==> src/rtl/alarm_ring_cont.sv <==
// alarm_ring_cont: watches the running time against the programmed alarm time.
// When they match it rings for a bounded number of seconds. It handles stop and
// snooze requests and drives a square-wave buzzer plus ring and snooze status.
// Request pulses STOP / SNOOZE / SEC_TICK are single-CLK strobes with no handshake:
// they act in the cycle they are high and are otherwise ignored.
module alarm_ring_cont #(
  parameter int RING_SEC   = 60,
  parameter int SNOOZE_SEC = 300,
  parameter int MAX_SNOOZE = 3,
  parameter int BUZ_DIV    = 1000
) (
  input  logic        CLK,
  input  logic        RESETN,
  input  logic [16:0] CUR_TIME,
  input  logic [16:0] ALARM_TIME,
  input  logic        ALARM_EN,
  input  logic        SEC_TICK,
  input  logic        STOP,
  input  logic        SNOOZE,
  output logic        RINGING,
  output logic        BUZZER,
  output logic        SNOOZE_ACT,
  output logic [3:0]  SNOOZE_LEFT,
  output logic [1:0]  STATE
);

  typedef enum logic [1:0] {
    ST_IDLE   = 2'b00,
    ST_RING   = 2'b01,
    ST_SNOOZE = 2'b10,
    ST_DONE   = 2'b11
  } state_e;

  // Terminal values: a counter sitting at *_LAST plus one SEC_TICK completes the phase.
  localparam logic [15:0] RING_LAST = 16'(RING_SEC - 1);
  localparam logic [15:0] SNZ_LAST  = 16'(SNOOZE_SEC - 1);
  localparam logic [15:0] BUZ_LAST  = 16'(BUZ_DIV - 1);
  localparam logic [3:0]  MAX_LEFT  = 4'(MAX_SNOOZE);

  state_e      state_q, state_d;
  logic        match_q;
  logic [15:0] ring_cnt_q, ring_cnt_d;
  logic [15:0] snz_cnt_q, snz_cnt_d;
  logic [15:0] buz_cnt_q, buz_cnt_d;
  logic        buzzer_q, buzzer_d;
  logic [3:0]  snooze_left_q, snooze_left_d;

  logic match;
  logic trigger;

  // Only a fresh rising edge of the match starts an event, so a held match cannot retrigger.
  assign match   = ALARM_EN && (CUR_TIME == ALARM_TIME);
  assign trigger = match && !match_q;

  // State and counter registers with asynchronous active-low reset.
  always_ff @(posedge CLK or negedge RESETN) begin
    if (!RESETN) begin
      state_q       <= ST_IDLE;
      match_q       <= 1'b0;
      ring_cnt_q    <= 16'd0;
      snz_cnt_q     <= 16'd0;
      buz_cnt_q     <= 16'd0;
      buzzer_q      <= 1'b0;
      snooze_left_q <= MAX_LEFT;
    end else begin
      state_q       <= state_d;
      match_q       <= match;
      ring_cnt_q    <= ring_cnt_d;
      snz_cnt_q     <= snz_cnt_d;
      buz_cnt_q     <= buz_cnt_d;
      buzzer_q      <= buzzer_d;
      snooze_left_q <= snooze_left_d;
    end
  end

  // Next-state logic; priority is !ALARM_EN > STOP > SNOOZE > timeout > tick counting.
  always_comb begin
    state_d       = state_q;
    ring_cnt_d    = ring_cnt_q;
    snz_cnt_d     = snz_cnt_q;
    snooze_left_d = snooze_left_q;
    // Buzzer is zeroed on every path that does not stay in RING, which also
    // covers clearing it on each entry into RING.
    buz_cnt_d     = 16'd0;
    buzzer_d      = 1'b0;

    if (!ALARM_EN) begin
      state_d = ST_IDLE;
    end else begin
      unique case (state_q)
        ST_IDLE: begin
          if (trigger) begin
            state_d       = ST_RING;
            ring_cnt_d    = 16'd0;
            snooze_left_d = MAX_LEFT;
          end
        end
        ST_RING: begin
          if (STOP) begin
            state_d = ST_DONE;
          end else if (SNOOZE) begin
            if (snooze_left_q != 4'd0) begin
              state_d       = ST_SNOOZE;
              snooze_left_d = snooze_left_q - 4'd1;
              snz_cnt_d     = 16'd0;
            end else begin
              // No snoozes left: the request behaves as a stop.
              state_d = ST_DONE;
            end
          end else if (SEC_TICK && (ring_cnt_q == RING_LAST)) begin
            state_d    = ST_DONE;
            ring_cnt_d = ring_cnt_q + 16'd1;
          end else begin
            if (SEC_TICK) begin
              ring_cnt_d = ring_cnt_q + 16'd1;
            end
            if (buz_cnt_q == BUZ_LAST) begin
              buz_cnt_d = 16'd0;
              buzzer_d  = ~buzzer_q;
            end else begin
              buz_cnt_d = buz_cnt_q + 16'd1;
              buzzer_d  = buzzer_q;
            end
          end
        end
        ST_SNOOZE: begin
          if (STOP) begin
            state_d = ST_DONE;
          end else if (SEC_TICK) begin
            snz_cnt_d = snz_cnt_q + 16'd1;
            if (snz_cnt_q == SNZ_LAST) begin
              state_d    = ST_RING;
              ring_cnt_d = 16'd0;
            end
          end
        end
        ST_DONE: begin
          if (!match) begin
            state_d = ST_IDLE;
          end
        end
        default: begin
          state_d = ST_IDLE;
        end
      endcase
    end
  end

  assign RINGING     = (state_q == ST_RING);
  assign SNOOZE_ACT  = (state_q == ST_SNOOZE);
  assign BUZZER      = buzzer_q;
  assign SNOOZE_LEFT = snooze_left_q;
  assign STATE       = state_q;

endmodule

==> config.mk <==
export PLATFORM = sky130hd
export DESIGN_NAME = alarm_ring_cont
export DESIGN_NICKNAME = d
export VERILOG_FILES = /design/src/rtl/alarm_ring_cont.sv
export SDC_FILE = /design/constraint.sdc
export NUM_CORES = 1
export LEC_CHECK = 0
export BUFFER_PORTS_ARGS = -buffer_cell sky130_fd_sc_hd__buf_2
export CORE_ASPECT_RATIO = 2
export CORE_MARGIN = 1
export CORE_UTILIZATION = 59
export CTS_BUF_LIST = sky130_fd_sc_hd__clkbuf_2 sky130_fd_sc_hd__clkbuf_4 sky130_fd_sc_hd__clkbuf_8
export DETAILED_ROUTE_END_ITERATION = 16
export PLACE_DENSITY = 0.9
export SETUP_SLACK_MARGIN = 0.2
export SYNTH_ARGS = -nofsm -noshare
export SYNTH_HDL_FRONTEND = slang
export SYNTH_SLANG_ARGS = --single-unit
==> constraint.sdc <==
create_clock -name CLK -period 2.6 [get_ports CLK]
set_clock_uncertainty 0.15 [all_clocks]
set_input_delay 0.26 -clock CLK [delete_from_list [all_inputs] [get_ports CLK]]
set_output_delay 0.26 -clock CLK [all_outputs]
set_load 0.005 [all_outputs]
# Yosys cells after proc, flatten, opt, wreduce, memory -nomap -nowiden
# Cells that the tools add are included.
dict set report totals {
  regBits 56
}
dict set report op_classes {
  add_sub_neg 4
  eq_ne 22
  n_mux 43
  bitwise_logic 1
  n_reduce_logical 13
}
# operator n
set ops {}
lappend ops {{$mux 16} 19}
lappend ops {{$add 16x1->16 const B} 3}
lappend ops {{$pmux 16 s3} 1}
lappend ops {{$pmux 16 s2} 1}
lappend ops {{$mux 2} 9}
lappend ops {{$eq 17x17->1} 1}
lappend ops {{$eq 16x10->1 const B} 1}
lappend ops {{$eq 16x6->1 const B} 1}
lappend ops {{$eq 16x9->1 const B} 1}
lappend ops {{$mux 4} 4}
lappend ops {{$ne 2x2->1 const B} 6}
lappend ops {{$reduce_and 9->1} 1}
lappend ops {{$pmux 2 s4} 1}
lappend ops {{$pmux 4 s2} 1}
lappend ops {{$mux 1} 7}
lappend ops {{$reduce_and 7->1} 1}
lappend ops {{$ne 3x3->1 const B} 2}
lappend ops {{$ne 6x4->1 const B} 1}
lappend ops {{$reduce_and 6->1} 1}
lappend ops {{$ne 5x4->1 const B} 1}
lappend ops {{$reduce_and 5->1} 1}
lappend ops {{$eq 2x2->1 const B} 2}
lappend ops {{$ne 2x1->1 const B} 2}
lappend ops {{$ne 4x3->1 const B} 1}
lappend ops {{11 further kinds} 14}

# Longest topological paths before layout
# Gate-level depths: netlist of run 1.
dict set report depth {
  word_depth 7
  mapped_depth 9
  ltp_nobuf 7
}

# Worst setup path after synthesis of run 1
# Ideal clock, no wire load.
dict set report synth_path {
  kind {reg-to-reg}
  start {register snooze_left_q[0], in the netlist SNOOZE_LEFT[0]}
  end {register snooze_left_q[1], in the netlist SNOOZE_LEFT[1]}
  setup_ps 85
  arrival_ps 2050
  required_ps 2365
  path_slack_ps 315
  path_stages_with_launch 8
  path_buffers 0
  synth_period_minus_slack_ps 2285
  cell_sequence {dfstp_2 -> inv_1 -> ha_1 -> or3b_2 -> o21ai_0 -> nor4_2 -> a41o_2 -> mux2_1}
}
dict set report synth_via {
  elab_chain_len 5
  elab_cells_between_ends 8
  cone_classes {1 x add/sub; 1 x eq/ne; 4 x mux; 2 x reduce/logical}
}
# element line
set synth_rtl {}
lappend synth_rtl {{start: declaration} 46} ;# logic [3:0] snooze_left_q, snooze_left_d;
lappend synth_rtl {{start signal: assignment} 72} ;# snooze_left_q <= snooze_left_d;
lappend synth_rtl {{$sub 4x1->4} 104} ;# snooze_left_d = snooze_left_q - 4'd1;
lappend synth_rtl {{$mux 4} 102} ;# if (snooze_left_q != 4'd0) begin
lappend synth_rtl {{$mux 4} 101} ;# end else if (SNOOZE) begin
lappend synth_rtl {{$mux 4} 99} ;# if (STOP) begin
lappend synth_rtl {{$pmux 4 s2} 90} ;# unique case (state_q)
# Several ways; a longest one is shown, not always the timed one. The select of a mux whose other input is x is not followed.
# A chain may end at the register's enable or synchronous reset.

# Final worst setup path of run 1
dict set report layout_path {
  start {register snooze_left_q[0], in the netlist SNOOZE_LEFT[0]}
  end {register snz_cnt_q[7]}
}
dict set report layout_via {
  elab_chain_len 3
}
# element line
set layout_rtl {}
lappend layout_rtl {{$reduce_bool 4->1} 102}
lappend layout_rtl {{$ne 2x1->1 (no source line)} --}
lappend layout_rtl {{$reduce_and 7->1 (no source line)} --}
lappend layout_rtl {{end signal: assignment} 69} ;# snz_cnt_q <= snz_cnt_d;
lappend layout_rtl {{end: declaration} 43} ;# logic [15:0] snz_cnt_q, snz_cnt_d;
# Every way passes these cells.

==> results by group, run 1 <==
Place
  – Port Buffers: 48
  – Placer Congestion: 0.9079
  – Hpwl dp: 6044 µm
  – Post-Place Worst Slack: 0.2590 ns

Timing
  – Worst slew margin: 59.17%
  – Final setup viols: 0
  – Tcrit/Tclk final: 89.26%
  – Final Slew Violations: 0
  – Final TNS setup: 0 ns
  – Worst slew pin tran: 0.6068 ns
  – Unrepaired setup endpoints after global routing: true
  – Final Hold Viols: 0
  – Crit path time final: 2.321 ns
  – Final worst setup slack: 0.2792 ns
  – WHS: 0.1556 ns
  – Maximum clock rate: 430.9 MHz

Setup path
  – Crit path cell chain: inv_1, ha_1, or3b_2, a41o_1, nand2_2, o21ai_0, o21ai_0
  – Crit path capture type: register
  – CP Class: reg2reg
  – CP most frequent cell: o21ai_0
  – Worst path slowest cell: dfstp_2
  – Crit path max fanout: 12
  – Setup crit start kind: register
  – Critical Path Source: SNOOZE_LEFT[0]
  – CP required: 2.63 ns
  – Worst r2r src: SNOOZE_LEFT[0]
  – Crit path DAT: 2.35 ns
  – CP max stage delay: 0.54 ns

GRT
  – Largest net degree at the start of global routing: 23
  – First-pass GRT wire length: 13310 µm
  – Global routing's busiest layer: met2
  – Grt total ovfl: 0
  – Met2 Use GR: 55.59%
  – GRT met3 Usage: 3.814%
  – Met1 Usage GRT: 31.26%
  – Vias in the first global route: 3047
  – GRT Total Usage: 30.36%
  – Initial antenna violation count: 0

Finish
  – Post-layout util: 68.58%
  – # diodes: 0
  – P&R area growth vs syn: 12.88%
  – Commonest non-fill, non-tap cell in the layout: dfrtp_1
  – Layout cells sized above 1: 18.55%
  – Most frequent cells in the layout: dfrtp_1 (54), buf_2 (48), nor2_1 (40)
  – Net count, final: 459

Logic synthesis
  – Adder-cell share of the synthesized area: 1.520%
  – Synth unique cells: 57
  – Synth top area cells: dfrtp_1 (41%), xnor2_1 (4.8%), nor2_1 (4.6%)
  – Complex-gate fraction of the synthesized area: 17.71%
  – Post-synthesis sequential area ratio: 42.63%
  – Total nets after synthesis: 408
  – Main combinational cell family by area after synthesis: simple AND/OR/NAND/NOR gates
  – XOR/XNOR share of the synthesized area: 9.043%
  – Syn Area/Cell: 9.047 µm²
  – Synth area leader: dfrtp_1
  – Post-synthesis simple-gate area fraction: 25.11%
  – Post-synthesis cell count: 364
  – Mapped Area: 3293 µm²
  – Multiplexer share of the synthesized area: 0.3419%
  – Synthesized flop and latch total: 56
  – Yosys top cell area share: 41.03%
  – Ys flop type: dfrtp_1
  – EDFF count, synth: 0
  – Synth warn: 0
  – Ys async rst share: 100.0%

Clock network
  – Reg clk slew, reported paths: 0.09 ns
  – CTS tree: done
  – Clk sink count: 56
  – Root Buffer: clkbuf_8
  – CTS Buf Count: 5
  – Setup Buffers After CTS: 0
  – Clk buf depth: 2
  – Clock H-tree levels: 2
  – Clk_lat worst skew: 0.31 ns

Hold path
  – Worst hold start: STOP
  – Min-delay worst type: in2reg

Pwr
  – Peak VDD IR: 0.0003914 V
  – Power per cell area: 506.4 nW/µm²
  – Leakage: 1.655 nW

Floorplanning
  – CORE AREA: 5420 µm²
  – Cell Rows: 38
  – Starting density of the core: 60.76%
  – # IOs: 49
  – Chip Height: 107.7 µm
  – Die area: 5903 µm²
  – Die Span X: 54.83 µm

Drt
  – Drt via density: 6.373
  – 1st-iter DRT viols: 128
  – Vias: 3027
  – TritonRoute pass-1 iters: 4
  – WL/cell: 16.82 µm
  – WL final: 7989 µm
  – DRC Markers: 0
  – Routed Antenna Nets: 0

Outcome
  – Status: finished, final reports clean

Job
  – Max-Cap Viols: 0
## cells in the mapped netlist, types with 5 or more instances
master,number
dfrtp_1,54
nor2_1,40
nand2_1,30
o21ai_0,21
a21oi_1,20
xnor2_1,18
xor2_1,16
nand4_1,15
nand3_1,14
a31oi_1,13
inv_1,13
and3_1,12
nor4_1,8
nor3_1,7
a41oi_1,5
buf_2,5
clkbuf_1,5
## final cells by class
| class | instances | area, µm² |
|---|---|---|
| multi-input combinational | 282 | 1783 |
| fill | 455 | 1703 |
| sequential | 56 | 1404 |
| inverter | 13 | 48.80 |
| clock buffer | 7 | 96.34 |
| timing repair buffer | 57 | 310.3 |
| tap | 60 | 75.07 |
## metrics by stage
step / area (µm²) / instances / power [mW]
6_report: 3717 / 475 / 1.882
5_1_grt: 3717 / 475 / 1.973
4_1_cts: 3704 / 475 / 1.887
3_5_place_dp: 3597 / 467 / 1.393
3_3_place_gp: 3597 / 467 / 1.373
2_1_floorplan: 3293 / 364 / 1.242
## layer usage
layer	wire length [µm]	share of wire, %
met4	248	3.1
met2	4604	58
met5	0	0
met3	244	3.1
met1	2891	36
## state kept, by name (all words and copies together) (netlist names)
| signal | cells |
|---|---|
| match_q | 1 |
| ring_cnt_q | 16 |
| SNOOZE_LEFT | 4 |
| buz_cnt_q | 16 |
| STATE | 2 |
| BUZZER | 1 |
| snz_cnt_q | 16 |
## what timing repair did
item	in CTS	in global routing
setup endpoints to repair	0	25
hold buffers	1	0
gates resized for setup	0	4
endpoints found under the hold margin	17	0
## where the power goes
group	leakage (nW)	internal (mW)	switching [mW]
clock network	0.0503	0.238	0.264
registers	0.766	0.935	0.0749
logic	0.839	0.165	0.205
total	1.65	1.34	0.545
## logic make-up (layout without fill, tap and decap cells)
kind of cell | Yosys count | after routing
AND/OR/NAND/NOR | 157 | 157
flip-flops | 56 | 56
multiplexers | 1 | 1
XOR/XNOR | 34 | 34
AO/OA/AOI/OAI | 86 | 86
buffers and inverters | 26 | 77
adder cells (fa/ha/maj) | 4 | 4
## worst max-delay path, delay by kind of cell (launching register included)
kind | cells | cell delay [ns]
compound gates | 3 | 0.77
fa+ha+maj | 1 | 0.21
flops | 1 | 0.54
buf+inv | 1 | 0.06
simple gates | 2 | 0.44
## path summary, 6_finish.rpt
kind,end,slack [ns],cells after the start
max reg2reg,snz_cnt_q[7],0.28,7
min in group asynchronous,buz_cnt_q[13],0.27,2
min reg2reg,buz_cnt_q[0],0.33,1
max in group asynchronous,SNOOZE_LEFT[0],1.32,3
max,snz_cnt_q[7],0.28,7
min,STATE[1],0.16,3
(Power assumes the default switching activity.)
==> run 2: changes to the inputs <==
RECOVER_POWER = 25   (was unset)
==> results by group, run 2 (synthesis gave the netlist of run 1 again) <==
Clock network
  – Root Buffer: clkbuf_8 (unchanged)
  – Setup Buffers After CTS: 0 (unchanged)
  – CTS tree: done (unchanged)
  – Clock H-tree levels: 2 (unchanged)
  – Clk buf depth: 2 (unchanged)
  – Clk_lat worst skew: 0.31 ns (about the same)
  – CTS Buf Count: 5 (unchanged)
  – Clk sink count: 56 (unchanged)
  – Reg clk slew, reported paths: 0.09 ns (about the same)

Setup path
  – Worst r2r src: SNOOZE_LEFT[0] (unchanged)
  – CP required: 2.63 ns (about the same)
  – Worst path slowest cell: dfstp_2 (unchanged)
  – CP Class: reg2reg (unchanged)
  – Crit path DAT: 2.31 ns (was 2.35 ns)
  – CP most frequent cell: o21ai_0 (unchanged)
  – Setup crit start kind: register (unchanged)
  – Crit path capture type: register (unchanged)
  – Crit path max fanout: 12 (unchanged)
  – Buffers and inverters on the worst path: 1 (unchanged)
  – Delay-heaviest family, CP: compound AO/OA/AOI/OAI gates (unchanged)
  – Crit path cell chain: inv_1, ha_1, or3b_2, a41o_1, nand2_2, o21ai_0, o21ai_0 (unchanged)
  – R2R setup slack: 0.32 ns (was 0.28 ns)
  – FF-to-FF path depth: 7 (unchanged)
  – CP max stage delay: 0.54 ns (about the same)
  – R2r endpoint: snz_cnt_q[7] (unchanged)

Place
  – Hpwl dp: 6044 µm (unchanged)
  – Dpl cell area: 3597 µm² (unchanged)
  – Placer Congestion: 0.9079 (unchanged)
  – Post-placement cell count: 467 (unchanged)
  – Port Buffers: 48 (unchanged)

Outcome
  – Status: finished, final reports clean (unchanged)

Finish
  – P&R area growth vs syn: 12.73% (was 12.88%)
  – Largest regs: buz_cnt_q: 16 flops, ring_cnt_q: 16 flops, snz_cnt_q: 16 flops (unchanged)
  – Commonest non-fill, non-tap cell in the layout: dfrtp_1 (unchanged)
  – Layout cells sized above 1: 18.07% (was 18.55%)
  – Net count, final: 459 (unchanged)
  – Most frequent cells in the layout: dfrtp_1 (54), buf_2 (46), nor2_1 (40) (was dfrtp_1 (54), buf_2 (48), nor2_1 (40))
  – # diodes: 0 (unchanged)
  – Cell area after layout: 3712 µm² (was 3717 µm²)
  – Cell Count, Final, Fillers Out: 475 (unchanged)
  – Number of fill cells: 458 (was 455)
  – Post-layout util: 68.49% (was 68.58%)

Timing
  – Tcrit/Tclk final: 87.84% (was 89.26%)
  – Final setup viols: 0 (unchanged)
  – Maximum clock rate: 437.9 MHz (was 430.9 MHz)
  – WHS: 0.1589 ns (was 0.1556 ns)
  – Final Hold Viols: 0 (unchanged)
  – Crit path time final: 2.284 ns (was 2.321 ns)
  – Final Slew Violations: 0 (unchanged)
  – Unrepaired setup endpoints after global routing: true (unchanged)
  – Worst slew margin: 29.47% (was 59.17%)
  – Worst slew pin tran: 1.058 ns (was 0.6068 ns)
  – Final TNS setup: 0 ns (unchanged)

Pwr
  – Power per cell area: 506.6 nW/µm² (was 506.4 nW/µm²)
  – Peak VDD IR: 0.0003921 V (was 0.0003914 V)
  – Leakage: 1.647 nW (was 1.655 nW)

GRT
  – Initial antenna violation count: 0 (unchanged)
  – First-pass GRT wire length: 13310 µm (unchanged)
  – Vias in the first global route: 3047 (unchanged)
  – Largest net degree at the start of global routing: 23 (unchanged)
  – GRT Total Usage: 30.36% (unchanged)
  – Grt total ovfl: 0 (unchanged)

Floorplanning
  – Cell Rows: 38 (unchanged)
  – # IOs: 49 (unchanged)
  – CORE AREA: 5420 µm² (unchanged)
  – Die area: 5903 µm² (unchanged)
  – Die Span X: 54.83 µm (unchanged)
  – Starting density of the core: 60.76% (unchanged)
  – Chip Height: 107.7 µm (unchanged)

Hold path
  – Worst Hold Depth: 3 (unchanged)
  – Min-delay worst type: in2reg (unchanged)
  – Worst hold start: STOP (unchanged)
  – Worst Hold End: STATE[1] (unchanged)

Drt
  – DRC Markers: 0 (unchanged)
  – Drt via density: 6.354 (was 6.373)
  – WL/cell: 16.81 µm (was 16.82 µm)
  – Routed Antenna Nets: 0 (unchanged)
  – WL final: 7987 µm (was 7989 µm)
  – 1st-iter DRT viols: 130 (was 128)
  – TritonRoute pass-1 iters: 4 (unchanged)
  – Vias: 3018 (was 3027)

Job
  – Max-Cap Viols: 0 (unchanged)
==> run 2: stage by stage <==
stage / total power, mW / worst slack, ns
floorplan: 1.242 / 0.3152
global placement: 1.373 / 0.3307
detailed placement: 1.393 / 0.2590
CTS: 1.887 / 0.2465
global route: 1.972 / 0.1695
finish: 1.881 / 0.3162
==> run 2: worst max path at each step <==
stage                         from  cells past startpoint  slack (ns)             end
finish              SNOOZE_LEFT[0]                      7        0.32    snz_cnt_q[7]
global route        SNOOZE_LEFT[0]                      7        0.17    snz_cnt_q[7]
CTS                 SNOOZE_LEFT[0]                      7        0.25    snz_cnt_q[7]
detailed placement  SNOOZE_LEFT[0]                      6        0.26    snz_cnt_q[5]
global placement    SNOOZE_LEFT[0]                      6        0.33    snz_cnt_q[9]
floorplan           SNOOZE_LEFT[0]                      7        0.32  SNOOZE_LEFT[1]
==> run 2: final cells by class <==
class / count / area [µm²] / share of cell area (%)
sequential: 56 / 1404 / 37.82
clock buffer: 7 / 96.34 / 2.595
timing repair buffer: 57 / 305.3 / 8.224
tap: 60 / 75.07 / 2.022
multi-input combinational: 282 / 1783 / 48.03
inverter: 13 / 48.80 / 1.314
==> run 2: what timing repair did <==
| item | in CTS | in global routing |
|---|---|---|
| hold buffers | 1 | 0 |
| gates resized for setup | 0 | 4 |
| hold endpoints to repair | 17 | 0 |
| setup endpoints to repair | 0 | 25 |
==> run 2: power breakdown <==
| group | internal, mW | switching [mW] | leakage (nW) |
|---|---|---|---|
| sequential | 0.935 | 0.0748 | 0.766 |
| clock | 0.238 | 0.263 | 0.0503 |
| combinational | 0.164 | 0.205 | 0.831 |
| total | 1.34 | 0.544 | 1.65 |
==> run 2: worst register-to-register path: cells and delay by family (launching register included) <==
| family | cells | cell delay (ns) |
|---|---|---|
| AOI/OAI and AO/OA | 3 | 0.74 |
| DFF | 1 | 0.54 |
| buffers and inverters | 1 | 0.06 |
| adders and majority gates | 1 | 0.21 |
| and+or+nand+nor | 2 | 0.44 |
==> run 2: metal layers <==
layer  GRT usage [%]  vias up  wire length, µm
li1                -     1436                -
met5               0        -                0
met4           14.29        0              243
met3           3.814       19              242
met2           55.59       80             4614
met1           31.26     1483             2888
==> run 3: changes to the inputs <==
CORE_UTILIZATION = 60   (was 59)
PLACE_DENSITY = 0.91   (was 0.9)
clock period = 2.7 ns   (was 2.6 ns; I/O delays follow)
==> results by group, run 3 (synthesis gave the netlist of run 1 again) <==
Outcome
  – Status: finished, final reports clean (unchanged)

Timing
  – Unrepaired setup endpoints after global routing: false (was true)
  – Final TNS setup: 0 ns (unchanged)
  – Final setup viols: 0 (unchanged)
  – Worst slew margin: 13.63% (was 29.47%)
  – Final Hold Viols: 0 (unchanged)
  – Tcrit/Tclk final: 86.52% (was 87.84%)
  – Crit path time final: 2.336 ns (was 2.284 ns)
  – Final worst setup slack: 0.3641 ns (was 0.3162 ns)
  – Worst slew pin tran: 1.296 ns (was 1.058 ns)
  – Maximum clock rate: 428.1 MHz (was 437.9 MHz)
  – Final Slew Violations: 0 (unchanged)

Hold path
  – Min-delay worst type: in2async (was in2reg)

GRT
  – Vias in the first global route: 3066 (was 3047)
  – Largest net degree at the start of global routing: 28 (was 23)
  – GRT Total Usage: 30.51% (was 30.36%)
  – Initial antenna violation count: 0 (unchanged)
  – Grt total ovfl: 0 (unchanged)
  – First-pass GRT wire length: 13150 µm (was 13310 µm)

Floorplanning
  – Die area: 5807 µm² (was 5903 µm²)
  – CORE AREA: 5231 µm² (was 5420 µm²)
  – Cell Rows: 37 (was 38)
  – Starting density of the core: 62.95% (was 60.76%)
  – # IOs: 49 (unchanged)
  – Die Span X: 54.39 µm (was 54.83 µm)
  – Chip Height: 106.8 µm (was 107.7 µm)

Clock network
  – Clk buf depth: 2 (unchanged)
  – Reg clk slew, reported paths: 0.10 ns (was 0.09 ns)
  – Clock H-tree levels: 2 (unchanged)
  – Root Buffer: clkbuf_8 (unchanged)
  – Clk sink count: 56 (unchanged)
  – Clk_lat worst skew: 0.32 ns (was 0.31 ns)
  – CTS Buf Count: 5 (unchanged)
  – CTS tree: done (unchanged)

Setup path
  – Crit path max fanout: 15 (was 12)
  – Setup crit start kind: register (unchanged)
  – Worst path slowest cell: or2_1 (was dfstp_2)
  – Crit path cell chain: ha_1, nand2_1, or2_2, nor4_1, or2_1, nor2_1 (was inv_1, ha_1, or3b_2, a41o_1, nand2_2, o21ai_0, o21ai_0)
  – Crit path capture type: register (unchanged)
  – Buffers and inverters on the worst path: 0 (was 1)
  – R2R setup slack: 0.36 ns (was 0.32 ns)
  – CP Class: reg2reg (unchanged)
  – CP max stage delay: 0.48 ns (was 0.54 ns)
  – CP required: 2.74 ns (was 2.63 ns)
  – Delay-heaviest family, CP: simple AND/OR/NAND/NOR gates (was compound AO/OA/AOI/OAI gates)
  – Crit path DAT: 2.37 ns (was 2.31 ns)

Place
  – Post-Place Worst Slack: 0.3769 ns (was 0.2590 ns)
  – Hpwl dp: 6101 µm (was 6044 µm)
  – Placer Congestion: 0.8908 (was 0.9079)
  – Post-placement cell count: 465 (was 467)
  – Port Buffers: 48 (unchanged)

Finish
  – # diodes: 0 (unchanged)
  – Net count, final: 459 (unchanged)
  – Commonest non-fill, non-tap cell in the layout: dfrtp_1 (unchanged)
  – FF/Latch Area: 1404 µm² (unchanged)
  – Layout cells sized above 1: 17.35% (was 18.07%)
  – Number of fill cells: 408 (was 458)
  – Cell Count, Final, Fillers Out: 473 (was 475)
  – Most frequent cells in the layout: dfrtp_1 (54), buf_2 (47), nor2_1 (40) (was dfrtp_1 (54), buf_2 (46), nor2_1 (40))
  – Largest regs: buz_cnt_q: 16 flops, ring_cnt_q: 16 flops, snz_cnt_q: 16 flops (unchanged)
  – Area occupied by multi-input gates: 1772 µm² (was 1783 µm²)
  – P&R area growth vs syn: 11.85% (was 12.73%)

Drt
  – WL/cell: 17.13 µm (was 16.81 µm)
  – Routed Antenna Nets: 0 (unchanged)
  – Vias: 3059 (was 3018)
  – Drt via density: 6.467 (was 6.354)
  – TritonRoute pass-1 iters: 6 (was 4)
  – WL final: 8101 µm (was 7987 µm)
  – 1st-iter DRT viols: 109 (was 130)
  – DRC Markers: 0 (unchanged)

Pwr
  – Power per cell area: 486.9 nW/µm² (was 506.6 nW/µm²)
  – Leakage: 1.639 nW (was 1.647 nW)
  – Peak VDD IR: 0.0003941 V (was 0.0003921 V)

Job
  – Max-Cap Viols: 0 (unchanged)
==> run 3: cell count changes in the layout (fill, tap and decap cells not counted), sizes merged <==
cell / change
clkinvlp: +1
clkbuf: -3
buf: +1
clkinv: +1
==> run 3: path summary, 6_finish.rpt <==
| check | startpoint | to | depth (start not counted) |
|---|---|---|---|
| setup / recovery | buz_cnt_q[0] | buz_cnt_q[3] | 6 |
| hold / removal | RESETN | buz_cnt_q[15] | 2 |
| setup reg to reg | buz_cnt_q[0] | buz_cnt_q[3] | 6 |
| hold reg to reg | buz_cnt_q[0] | buz_cnt_q[0] | 1 |
| max in group asynchronous | RESETN | snz_cnt_q[14] | 3 |
| min in group CLK | STOP | STATE[1] | 3 |
==> run 3: through the flow <==
step                power [mW]  utilization [%]  hold slack, ns  cell area [µm²]
finish                   1.794            70.41          0.1679             3684
global route             1.860            70.41          0.2253             3684
CTS                      1.788            70.46          0.1317             3686
detailed placement       1.348            68.72        -0.05813             3595
global placement         1.320            68.72        -0.05792             3595
floorplan                1.196                -         -0.1756             3293
==> run 3: final cells by class <==
cell class | count | area share (%)
Clock buffer | 5 | 1.868
Clock inverter | 2 | 0.3397
Inverter | 13 | 1.325
Multi-Input combinational cell | 282 | 48.10
Sequential cell | 56 | 38.11
Tap cell | 58 | 1.970
Timing Repair Buffer | 57 | 8.288
==> run 3: routing by layer <==
layer  vias up  track usage, %  part of all wire [%]
met5         -               0                     0
li1       1437               -                     -
met2       114           55.75                    57
met3        21           6.383                   4.5
met1      1487           30.07                    36
met4         0           14.47                   2.4
==> run 3: worst reg2reg max path, delay by kind of cell, from the launching register on <==
family | cells | cell delay, ns
DFF | 1 | 0.38
adders and majority gates | 1 | 0.22
and+or+nand+nor | 5 | 1.45
==> run 3: timing repair <==
action                                 4_1_cts  5_1_grt
setup endpoints to repair                    0        1
resized for setup                            0        1
endpoints found under the hold margin       54        0
setup buffers                                0        0
hold buffers                                 1        0
==> run 3: power by group <==
| group | switching [mW] | internal, mW | total [mW] |
|---|---|---|---|
| Sequential | 0.0735 | 0.901 | 0.975 |
| Combinational | 0.202 | 0.158 | 0.360 |
| Clock | 0.282 | 0.177 | 0.459 |
